$ cat src/rtl/instr_fetch_unit_pkg.sv
// Shared fetch-stage definitions: IMEM window, widths and the fetch-entry layout.
package cpu31_defs;

  localparam int XLEN        = 32;
  localparam int IMEM_AW     = 11;
  localparam int QUEUE_DEPTH = 2;

  localparam logic [XLEN-1:0] RESET_PC   = 32'h0040_0000;
  localparam logic [XLEN-1:0] IMEM_BYTES = 32'(4 * (2 ** IMEM_AW));
  localparam logic [XLEN-1:0] IMEM_END   = RESET_PC + IMEM_BYTES;

  // One queued fetch: the byte PC and the instruction word read from IMEM there.
  typedef struct packed {
    logic [XLEN-1:0] pc;
    logic [XLEN-1:0] instr;
  } fetch_entry_t;

  // A PC is unfetchable when it is not word aligned or lies outside the IMEM window.
  function automatic logic pc_faults(input logic [XLEN-1:0] pc);
    return (pc[1:0] != 2'b00) || (pc < RESET_PC) || (pc >= IMEM_END);
  endfunction

endpackage

$ cat src/rtl/instr_fetch_unit_fetch_queue.sv
// Two-entry FIFO of fetch entries with flush and same-cycle push/pop.
module fetch_queue
  import cpu31_defs::*;
(
  input  logic         clk,
  input  logic         rst_n,
  input  logic         flush_i,
  input  logic         push_i,
  input  fetch_entry_t push_entry_i,
  input  logic         pop_i,
  output logic         valid_o,
  output fetch_entry_t head_o,
  output logic [1:0]   count_o
);

  fetch_entry_t mem_q [QUEUE_DEPTH];
  logic         wr_ptr_q, wr_ptr_d;
  logic         rd_ptr_q, rd_ptr_d;
  logic [1:0]   count_q, count_d;
  logic         pop_ok;

  assign pop_ok = pop_i && (count_q != 2'd0);

  // Next pointer/count values; a flush empties the queue regardless of push/pop.
  always_comb begin
    wr_ptr_d = wr_ptr_q;
    rd_ptr_d = rd_ptr_q;
    count_d  = count_q;
    if (flush_i) begin
      wr_ptr_d = 1'b0;
      rd_ptr_d = 1'b0;
      count_d  = 2'd0;
    end else begin
      if (push_i) wr_ptr_d = ~wr_ptr_q;
      if (pop_ok) rd_ptr_d = ~rd_ptr_q;
      count_d = count_q + {1'b0, push_i} - {1'b0, pop_ok};
    end
  end

  // Pointer, count and storage registers; a push into the slot being popped is safe.
  always_ff @(posedge clk or negedge rst_n) begin
    if (!rst_n) begin
      wr_ptr_q <= 1'b0;
      rd_ptr_q <= 1'b0;
      count_q  <= 2'd0;
      for (int i = 0; i < QUEUE_DEPTH; i++) mem_q[i] <= '0;
    end else begin
      wr_ptr_q <= wr_ptr_d;
      rd_ptr_q <= rd_ptr_d;
      count_q  <= count_d;
      if (push_i && !flush_i) mem_q[wr_ptr_q] <= push_entry_i;
    end
  end

  assign valid_o = (count_q != 2'd0);
  assign head_o  = mem_q[rd_ptr_q];
  assign count_o = count_q;

endmodule

$ cat src/rtl/instr_fetch_unit.sv
// Fetch stage: owns the PC, addresses IMEM, queues fetched words and handles redirects.
module instr_fetch_unit
  import cpu31_defs::*;
(
  input  logic               clk,
  input  logic               rst_n,
  output logic [IMEM_AW-1:0] imem_addr,
  input  logic [XLEN-1:0]    imem_instr,
  input  logic               redirect_valid,
  input  logic [XLEN-1:0]    redirect_pc,
  output logic               out_valid,
  input  logic               out_ready,
  output logic [XLEN-1:0]    out_instr,
  output logic [XLEN-1:0]    out_pc,
  output logic [XLEN-1:0]    out_pc4,
  output logic               fetch_fault
);

  logic [XLEN-1:0] fetch_pc_q, fetch_pc_d;
  logic            fault_q, fault_d;
  logic            pop, push;
  logic            q_valid;
  logic [1:0]      q_count;
  fetch_entry_t    head, push_entry;

  assign imem_addr  = IMEM_AW'((fetch_pc_q - RESET_PC) >> 2);
  assign pop        = q_valid && out_ready;
  assign push       = !redirect_valid && !fault_q && ((q_count < 2'(QUEUE_DEPTH)) || pop);
  assign push_entry = '{pc: fetch_pc_q, instr: imem_instr};

  // Next fetch PC: redirect wins, otherwise advance one word per push; fault tracks the new PC.
  always_comb begin
    fetch_pc_d = fetch_pc_q;
    if (redirect_valid) begin
      fetch_pc_d = redirect_pc;
    end else if (push) begin
      fetch_pc_d = fetch_pc_q + 32'd4;
    end
    fault_d = pc_faults(fetch_pc_d);
  end

  // Fetch PC and fault flag registers.
  always_ff @(posedge clk or negedge rst_n) begin
    if (!rst_n) begin
      fetch_pc_q <= RESET_PC;
      fault_q    <= 1'b0;
    end else begin
      fetch_pc_q <= fetch_pc_d;
      fault_q    <= fault_d;
    end
  end

  fetch_queue u_queue (
    .clk          (clk),
    .rst_n        (rst_n),
    .flush_i      (redirect_valid),
    .push_i       (push),
    .push_entry_i (push_entry),
    .pop_i        (pop && !redirect_valid),
    .valid_o      (q_valid),
    .head_o       (head),
    .count_o      (q_count)
  );

  assign out_valid   = q_valid;
  assign out_instr   = q_valid ? head.instr : '0;
  assign out_pc      = q_valid ? head.pc : '0;
  assign out_pc4     = q_valid ? (head.pc + 32'd4) : '0;
  assign fetch_fault = fault_q;

endmodule

$ cat config.mk
export PLATFORM = sky130hd
export DESIGN_NAME = instr_fetch_unit
export DESIGN_NICKNAME = d
export VERILOG_FILES = /design/src/rtl/instr_fetch_unit_pkg.sv /design/src/rtl/instr_fetch_unit_fetch_queue.sv /design/src/rtl/instr_fetch_unit.sv
export SDC_FILE = /design/constraint.sdc
export NUM_CORES = 1
export LEC_CHECK = 0
export ABC_AREA = 1
export CORE_ASPECT_RATIO = 2
export CORE_MARGIN = 4
export CORE_UTILIZATION = 30
export CTS_CLUSTER_SIZE = 30
export DETAILED_ROUTE_END_ITERATION = 8
export GPL_TIMING_DRIVEN = 0
export PLACE_DENSITY = 0.52
export SLEW_MARGIN = 20
export SYNTH_ARGS = -nofsm -noshare
export SYNTH_HDL_FRONTEND = slang
export SYNTH_SLANG_ARGS = --single-unit
$ cat constraint.sdc
create_clock -name clk -period 4.1 [get_ports clk]
set_clock_uncertainty 0.05 [all_clocks]
set_input_delay 1.23 -clock clk [delete_from_list [all_inputs] [get_ports clk]]
set_output_delay 1.23 -clock clk [all_outputs]
set_load 0.03 [all_outputs]
==> key figures <==
Drt
  • Vias after detailed routing: 8941
  • Detail Route Antenna Nets: 0
  • Routed len/inst: between 15 and 20 um
  • Initial DRC count: 437
  • Drt total wl: 34.61 mm
  • Vias per inst: 4.817
  • Drt first pass iters: 5
  • Post-route DRC: 0

Floorplanning
  • Core area: 0.03018 mm^2
  • Die ar.: approximately 0.034 mm^2
  • Starting density of the core: 30.30%
  • I/O pins: 177
  • FP Rows: 90
  • Die X: 131.5 um
  • DIE HEIGHT: 254.9 um

Global routing
  • Initial antenna violation count: 0
  • Global route overflow: 0
  • Largest net degree at the start of global routing: 90
  • Global-route wire length before repair: 52.83 mm
  • Total GRT Usage: 20.65%
  • Vias in the first global route: 9271

Clocking
  • Clk slew on worst S/H paths: 0.07 ns
  • H-tree Lvls: 4
  • Worst-Skew Late Latency: 0.45 ns
  • CTS sink count: 165
  • Root Driver: clkbuf_16
  • CTS tree: done
  • CTS Buf Count: 17
  • CTS max path bufs: 2

Timing
  • Fin. Hold Viols: 0
  • Worst-Margin Slew: 0.7415 ns
  • # setup viols final: 0
  • Relative slew slack: approximately 50%
  • Fmax: 249.3 MHz
  • Unrepaired setup endpoints after global routing: true
  • Final WS setup: around 0.09 ns
  • Crit path time final: between 4 and 5 ns
  • Fin crit share: a little over nine tenths
  • Final hold slack: 0.4288 ns
  • Final max-slew violation count: 0

Placement
  • Count of port buffers added during placement: about 180
  • DP HPWL: roughly 28 mm
  • Routability Congestion: 0.8802
  • Worst slack at placement: -0.6322 ns

Power
  • Lkg Pwr: approximately 5.4 nW
  • Pwr Density: 301.4 mW/mm^2
  • Peak supply drop: a little over 0.3 mV

Yosys
  • Synthesized instance count: 1265
  • #FFs+latches synth: between 150 and 200
  • Syn Nets: 1337
  • YS warnings: 0
  • Synth Cell Area: 0.009145 mm^2
  • Seq/Total Area, Yosys: between 40% and 50%
  • Syn avg cell area: 7.229 um^2
  • Distinct cell type count after synthesis: 39

Hold path
  • Hold depth: 2
  • Min-Delay Path Class: register to register

Worst setup path
  • CP peak stage delay: 0.45 ns
  • CP Data Arrival Time: roughly 2.7 ns
  • Critical Path Sink Type: output pin
  • Critical path data required time: 2.82 ns
  • Worst Reg2Reg Path Length in Cells: 11
  • Worst-path cell chain: buf_12 > buf_12 > nand2_4 > o21ai_4 > inv_2 > ha_4 > nand2_4 > nor2_4 > inv_4 > nor2_4 > buf_6 > nand3_2 > xor2_1 > nor2_1 > buf_4
  • Setup crit start kind: register
  • Worst-path fanout max: 8
  • CP max-delay cell: dfrtp_2
  • CP Class: register to output pin

Layout
  • Most frequent cells in the layout: 379 x nand2_1, 163 x dfrtp_1, 148 x o21ai_0
  • Synth-to-layout area growth: 34.62%
  • Fin util: 40.79%
  • Final net count: between 1500 and 2000
  • Share of cells above drive strength 1: 12.90%
  • # diodes: 0
  • Commonest non-fill, non-tap cell in the layout: nand2_1

Status
  • Status: complete, no violations

Job
  • Max-Cap Viols: 0
-- registers in the layout, indices dropped and copies added (netlist names) --
| signal | cells |
|---|---|
| u_queue.mem_q | 128 |
| u_queue.rd_ptr_q | 1 |
| fetch_fault | 1 |
| u_queue.wr_ptr_q | 1 |
| fetch_pc_q | 32 |
| u_queue.count_o | 2 |
-- timing repair --
action / 4_1_cts / 5_1_grt
setup endpoints to repair: 87 / 37
gates resized for setup: 130 / 43
pin swaps: 6 / 16
buffers inserted: 8 / 7
hold buffers: 0 / 0
-- synthesized netlist by cell type, drive strengths merged --
cell    count  share of area, %
nand3b      1             0.082
ha          4              0.55
mux2i       3              0.37
or2        23               1.6
o211ai      2              0.16
a21oi      51               2.8
nor3       16               1.1
nor2      130               5.9
dfstp       1              0.29
o21ai     163               9.0
clkinv      1             0.041
nor3b       1              0.14
xnor2       6              0.57
buf        28               2.1
dfrtp     164                45
nand2     400                17
o32a        1              0.11
a31oi       1             0.068
and3        1             0.068
inv       131               5.4
nand4      11              0.75
xor2       19               1.8
nand3      65               3.6
clkbuf     42               1.7
-- layout make-up --
type	instances	area (um^2)
Clock buffer	20	456.7
Buffer	70	400.4
Inverter	132	500.5
Multi-Input combinational cell	898	4328
Clock inverter	12	167.7
Sequential cell	165	4131
Timing Repair Buffer	191	1866
Fill cell	3219	17870
Tap cell	368	460.4
-- critical path, delay by kind of cell, from the launching register on --
| kind | cells | cell delay [ns] |
|---|---|---|
| AND/OR/NAND/NOR | 6 | 0.67 |
| flip-flops | 1 | 0.45 |
| adder cells (fa/ha/maj) | 1 | 0.13 |
| XOR/XNOR | 1 | 0.16 |
| buffers and inverters | 6 | 0.78 |
| AO/OA/AOI/OAI | 1 | 0.08 |
-- power breakdown --
part	internal, mW	total, mW	switching (mW)	leakage [nW]
clock network	1.00	1.71	0.711	0.296
registers	1.66	1.69	0.0358	2.23
logic	0.127	0.306	0.179	2.90
-- stage by stage --
stage / setup TNS [ns] / cell area, um^2 / std cells / power [mW]
final: 0 / 12310 / 1856 / 3.711
after global routing: -0.06398 / 12310 / 1856 / 3.849
after CTS: -0.1023 / 12210 / 1849 / 3.755
after detailed placement: -4.831 / 11390 / 1809 / 2.034
after global placement: -845.67 / 11360 / 1808 / 2.029
after floorplan: 0 / 9145 / 1265 / 1.852
-- metal layers --
layer,vias to the layer above,part of all wire [%],routed length [um],GRT usage (%)
met5,-,0,0,0
met4,0,4.6,1587,10.48
met1,4226,33,11580,19.19
li1,4400,-,-,-
met2,240,58,20090,42.42
met3,75,3.9,1348,3.501
-- worst paths after layout --
kind	endpoint	from	slack, ns
worst min-delay path	u_queue.mem_q[42]	u_queue.mem_q[42]	0.43
worst max-delay path	out_pc4[26]	u_queue.rd_ptr_q	0.09
worst max register to register	fetch_fault	fetch_pc_q[5]	1.55
worst min register to register	u_queue.mem_q[42]	u_queue.mem_q[42]	0.43
max in group asynchronous	u_queue.mem_q[108]	rst_n	2.39
min in group asynchronous	u_queue.count_o[1]	rst_n	0.72
-- logic make-up after synthesis --
family	share of synthesized area (%)
AOI/OAI and AO/OA	12.18
muxes	0.3694
buffers and inverters	9.290
and+or+nand+nor	30.06
xor gates and xnor gates	2.394
adders and majority gates	0.5473
DFF	45.16
No activity file was read; power rests on OpenSTA's default activity.
